===== src/rtl/digilent_pmod_da2_spi_transmitter.sv =====
// SPI master for the Digilent PmodDA2: one 16-bit word per valid/ready handshake, sent MSB first on SYNC/SCLK/DIN.
// Optional `define PMOD_DA2_DUAL_CHANNEL_EN adds in_data_b/sdi_b so both DACs are loaded in the same frame.
module digilent_pmod_da2_spi_transmitter #(
    parameter int CLK_DIV    = 2,  // system clocks per SCLK half-period, >= 1
    parameter int GAP_CYCLES = 4   // cs_n high time between frames, >= 1
) (
    input  logic        clock,
    input  logic        reset,
    input  logic        in_valid,
    input  logic [15:0] in_data,
`ifdef PMOD_DA2_DUAL_CHANNEL_EN
    input  logic [15:0] in_data_b,
    output logic        sdi_b,
`endif
    output logic        in_ready,
    output logic        cs_n,
    output logic        sck,
    output logic        sdi,
    output logic        busy
);

    localparam int HC_W = (CLK_DIV > 1) ? $clog2(CLK_DIV) : 1;
    localparam int GC_W = (GAP_CYCLES > 1) ? $clog2(GAP_CYCLES) : 1;
    localparam logic [HC_W-1:0] HC_LAST = HC_W'(CLK_DIV - 1);
    localparam logic [GC_W-1:0] GC_LAST = GC_W'(GAP_CYCLES - 1);

    typedef enum logic [1:0] {
        IDLE,
        SHIFT,
        GAP
    } state_t;

    state_t          r_state;
    logic [15:0]     r_shift;
    logic [3:0]      r_bit_cnt;
    logic [HC_W-1:0] r_half_cnt;
    logic            r_low_half;
    logic [GC_W-1:0] r_gap_cnt;
    logic            r_cs_n;
    logic            r_sck;
`ifdef PMOD_DA2_DUAL_CHANNEL_EN
    logic [15:0]     r_shift_b;
`endif

    logic w_accept;

    // NOTE: in_ready is gated by reset so no word can be taken while reset is held.
    assign in_ready = (r_state == IDLE) && !reset;
    assign busy     = (r_state != IDLE) && !reset;
    assign w_accept = in_valid && in_ready;

    // The shift register is flushed to zero outside SHIFT, so its MSB is the glitch-free DIN pin.
    assign cs_n = r_cs_n;
    assign sck  = r_sck;
    assign sdi  = r_shift[15];
`ifdef PMOD_DA2_DUAL_CHANNEL_EN
    assign sdi_b = r_shift_b[15];
`endif

    // NOTE: all state is updated with non-blocking assignments so every branch sees pre-edge values.
    always_ff @(posedge clock) begin
        if (reset) begin
            r_state    <= IDLE;
            r_shift    <= '0;
            r_bit_cnt  <= '0;
            r_half_cnt <= '0;
            r_low_half <= 1'b0;
            r_gap_cnt  <= '0;
            r_cs_n     <= 1'b1;
            r_sck      <= 1'b1;
`ifdef PMOD_DA2_DUAL_CHANNEL_EN
            r_shift_b  <= '0;
`endif
        end else begin
            case (r_state)
                IDLE: begin
                    if (w_accept) begin
                        r_state    <= SHIFT;
                        r_shift    <= in_data;
                        r_bit_cnt  <= 4'd15;
                        r_half_cnt <= '0;
                        r_low_half <= 1'b0;
                        r_cs_n     <= 1'b0;
                        r_sck      <= 1'b1;
`ifdef PMOD_DA2_DUAL_CHANNEL_EN
                        r_shift_b  <= in_data_b;
`endif
                    end
                end

                SHIFT: begin
                    if (r_half_cnt != HC_LAST) begin
                        r_half_cnt <= r_half_cnt + 1'b1;
                    end else if (!r_low_half) begin
                        // Mid-bit: falling SCLK, where the DAC samples DIN.
                        r_half_cnt <= '0;
                        r_low_half <= 1'b1;
                        r_sck      <= 1'b0;
                    end else begin
                        // End of bit: the extra shift after bit 0 leaves the register all-zero for GAP.
                        r_shift    <= {r_shift[14:0], 1'b0};
`ifdef PMOD_DA2_DUAL_CHANNEL_EN
                        r_shift_b  <= {r_shift_b[14:0], 1'b0};
`endif
                        r_sck      <= 1'b1;
                        r_half_cnt <= '0;
                        r_low_half <= 1'b0;
                        if (r_bit_cnt == 4'd0) begin
                            r_state   <= GAP;
                            r_gap_cnt <= '0;
                            r_cs_n    <= 1'b1;
                        end else begin
                            r_bit_cnt <= r_bit_cnt - 4'd1;
                        end
                    end
                end

                GAP: begin
                    if (r_gap_cnt == GC_LAST) begin
                        r_state <= IDLE;
                    end else begin
                        r_gap_cnt <= r_gap_cnt + 1'b1;
                    end
                end

                default: r_state <= IDLE;
            endcase
        end
    end

endmodule


===== config.mk =====
export PLATFORM = sky130hd
export DESIGN_NAME = digilent_pmod_da2_spi_transmitter
export DESIGN_NICKNAME = d
export VERILOG_FILES = /design/src/rtl/digilent_pmod_da2_spi_transmitter.sv
export SDC_FILE = /design/constraint.sdc
export NUM_CORES = 1
export LEC_CHECK = 0
export ABC_AREA = 1
export CAP_MARGIN = 20
export CORE_MARGIN = 3
export CORE_UTILIZATION = 45
export DETAILED_ROUTE_END_ITERATION = 10
export HOLD_SLACK_MARGIN = 0.06
export PLACE_DENSITY = 0.72
export RECOVER_POWER = 100
export SYNTH_ARGS = -nofsm -noshare
export SYNTH_HDL_FRONTEND = slang
export SYNTH_SLANG_ARGS = --single-unit

===== constraint.sdc =====
create_clock -name clock -period 1.3 [get_ports clock]
set_clock_uncertainty 0.2 [all_clocks]
set_input_delay 0.26 -clock clock [delete_from_list [all_inputs] [get_ports clock]]
set_output_delay 0.26 -clock clock [all_outputs]
set_load 0.02 [all_outputs]

==> key figures <==
Worst hold path
  • Kind of path behind the tightest hold check: flop to flop

Floorplan
  • Cell row count: 19
  • Die width: 62.2 um
  • Boundary Pins: 24
  • Area of the die: 0.00387 sq mm
  • Initial core utilization: 0.494
  • Floorplan die height: 62.2 um
  • Total core area: 0.00288 sq mm

Worst setup path
  • Worst-path cell with the longest stage delay: dfxtp_4
  • Data arrival time at the worst-slack endpoint: 1.65 ns
  • Critical path startpoint category: flop
  • Worst EP required: 1.40 ns
  • Delay contributed by the slowest stage of the critical path: 0.42 ns
  • Type of the worst setup path: flop to flop
  • Critical Path Sink Type: flop
  • Cell-by-cell trace of the critical path: buf_6, inv_8, nand2_8, clkinv_8, nand2_8, nand2_8, nor2_4, nand2_1, nand2_1
  • Most frequent CP cell: nand2_8
  • Crit-path max FO: 7

Pwr
  • Worst supply voltage drop on vdd: 0.000858 V
  • Leakage Power: 1.10 nW
  • Power density cells: 1050 mW/mm^2

Clock tree
  • Clock latency at the later pin of the worst-skew pair: 0.34 ns
  • H-Tree Depth: 1
  • Clock slew at reported path FFs: 0.16 ns
  • TritonCTS clock tree: yes
  • Clock buffers created by TritonCTS: 3
  • Clock Root Buffer: clkbuf_4
  • Clock Tree Buf Depth: 2
  • Sinks on the clock net: 28

Drt
  • Total iterations of the first detailed-routing run: 4
  • Vias per inst: 4.79
  • Routed vias: 1,504
  • Iteration-0 DRC count of the detailed router: 65
  • Detailed-route wire length per cell: 12.1 um
  • Number of nets still failing antenna checks after routing: 0
  • Detailed-route wire length: 3810 um
  • Number of remaining DRC errors: 0

Outcome
  • Failing checks: negative setup slack
  • Result of the run: complete, but fails checks

Timing
  • RSZ-0062 raised after global routing: true
  • Highest clock rate: 0.647 GHz
  • Fin. max-slew vios: 0
  • Final Setup Violations: 30
  • Max-slew headroom at the worst pin: 0.847
  • Worst Tran Pin Value: 0.228 ns
  • Fraction of the cycle the final worst path needs: 1.19
  • Number of hold violations in the final report: 0
  • Fin worst setup slack: -0.245 ns
  • Shortest clock period the worst path allows after layout: 1.55 ns

Logic synthesis
  • Post-Syn Nets: 237
  • FF+latch count, synth: 28
  • Yosys Warn Count: 0
  • Post-Synthesis Cells: 216
  • Post-synthesis sequential area ratio: 0.394
  • Mapped Avg Cell Area: 6.58 sq um
  • Area of the mapped netlist: 0.00142 sq mm
  • Distinct cell type count of the synthesized netlist: 21

Place
  • Worst setup timing slack at the placement stage: -0.681 ns
  • PortBufs: 23
  • DP Cell Count: 299
  • Final GP Congestion: 0.854
  • Placement-stage cell area: 0.00188 sq mm
  • DPL Wire Length: 2290 um

Global routing
  • Global-route wire length before repair: 5920 um
  • Total global routing track utilization: 0.185
  • Number of antenna violations at the first check in global routing: 0
  • Maximum number of pins on one net before global-route repair: 18
  • Number of global-route vias before repair: 1,314
  • Final global-route overflow total: 0

Cells and area
  • Post-synthesis to final-layout area growth: 57.9%
  • Antenna diode count: 0
  • Number of nets in the finished design: 294
  • Share of layout cells above drive strength 1: 0.338
  • Final Non-Filler Cells: 314
  • Final core utilization: 0.780
  • Summed area of non-filler cells in the final layout: 0.00224 sq mm

Flow run
  • # Max-Cap Violations: 0
[layout make-up]
cell class | instances | area [sq um]
sequential | 28 | 574
fill | 205 | 632
multi-input combinational | 169 | 955
inverter | 13 | 71.3
timing repair buffer | 58 | 556
tap | 42 | 52.6
clock buffer | 4 | 36.3
[flip-flops by register name, summed over array words and instances (netlist names)]
name and flops:
r_low_half 1, cs_n 1, r_shift 16, r_gap_cnt 2
r_bit_cnt 4, sck 1, r_half_cnt 1, r_state 2
[cell usage after synthesis, drive strengths merged]
master | count | area (sq um)
or2 | 1 | 6.26
nand2 | 121 | 484
dfxtp | 28 | 561
nand4 | 3 | 18.8
ha | 2 | 25.0
a21oi | 6 | 41.3
clkinv | 1 | 5.00
nor3 | 2 | 10.0
o21ai | 3 | 15.0
inv | 12 | 45.1
nor2 | 19 | 90.1
nand3 | 11 | 67.6
buf | 7 | 52.5
[where the power goes]
group	switching (mW)	total, mW	internal [mW]
clock	0.270	0.442	0.172
combinational	0.462	0.888	0.426
sequential	0.0641	1.02	0.953
[critical path: cells and delay by family (launching register included)]
kind	cells	cell delay, ns
flip-flops	1	0.42
AND/OR/NAND/NOR	6	0.64
buffers and inverters	3	0.25
[metrics by stage]
| stage | power (mW) | hold WS (ns) | TNS (ns) |
|---|---|---|---|
| after floorplan | 1.43 | 0.214 | -0.375 |
| after global placement | 1.67 | 0.229 | -16.46 |
| after detailed placement | 1.68 | 0.234 | -17.24 |
| after CTS | 2.23 | 0.258 | -4.83 |
| after global routing | 2.49 | 0.280 | -7.83 |
| final | 2.35 | 0.258 | -5.60 |
[layer usage]
layer | wire length (um) | track usage | up-vias
li1 | - | - | 781
met1 | 1680 | 0.231 | 676
met2 | 1890 | 0.313 | 39
met3 | 184 | 0.0450 | 8
met4 | 62 | 0.0552 | 0
met5 | 0 | 0 | -
[cell families (layout without fill, tap and decap cells)]
group                    Yosys count  count (layout)  share of synthesized area
AND/OR/NAND/NOR                  157             158                      0.476
flip-flops                        28              28                      0.394
buffers and inverters             20              75                     0.0722
AO/OA/AOI/OAI                      9               9                     0.0396
adder cells (fa/ha/maj)            2               2                     0.0176
[what timing repair did]
| action | in CTS | in global routing |
|---|---|---|
| resized for setup | 65 | 29 |
| setup endpoints to repair | 33 | 33 |
| hold buffers | 0 | 0 |
| pin swaps | 19 | 20 |
| buffers inserted | 3 | 8 |
| gates cloned | 1 | 0 |
[path summary, 6_finish.rpt]
path / startpoint / slack [ns] / endpoint / cells past startpoint
worst max register to register: r_state[1] / -0.25 / r_shift[5] / 9
worst min-delay path: r_shift[11] / 0.26 / r_shift[11] / 2
worst min register to register: r_shift[11] / 0.26 / r_shift[11] / 2
worst max-delay path: r_state[1] / -0.25 / r_shift[5] / 9
[placed cells by master (no fill, tap or decap)]
cell               n
a21oi_1            1
a21oi_2            3
a21oi_4            2
buf_12             1
buf_4             22
buf_6             17
clkbuf_4           3
clkbuf_8           1
clkdlybuf4s50_1   17
clkinv_8           1
dfxtp_1           21
dfxtp_2            5
dfxtp_4            2
dlygate4sd2_1      1
ha_1               1
ha_4               1
inv_1              8
inv_2              2
inv_4              1
inv_8              1
nand2_1          109
nand2_2            6
nand2_4            2
nand2_8            4
nand3_1            4
nand3_2            4
nand3_4            3
nand4_1            3
nor2_1            12
nor2_2             4
nor2_4             3
nor2_8             1
nor3_1             1
nor3_4             1
o21ai_0            1
o21ai_1            1
o21ai_2            1
or2_4              1
Power figures use the tool's default switching activity.
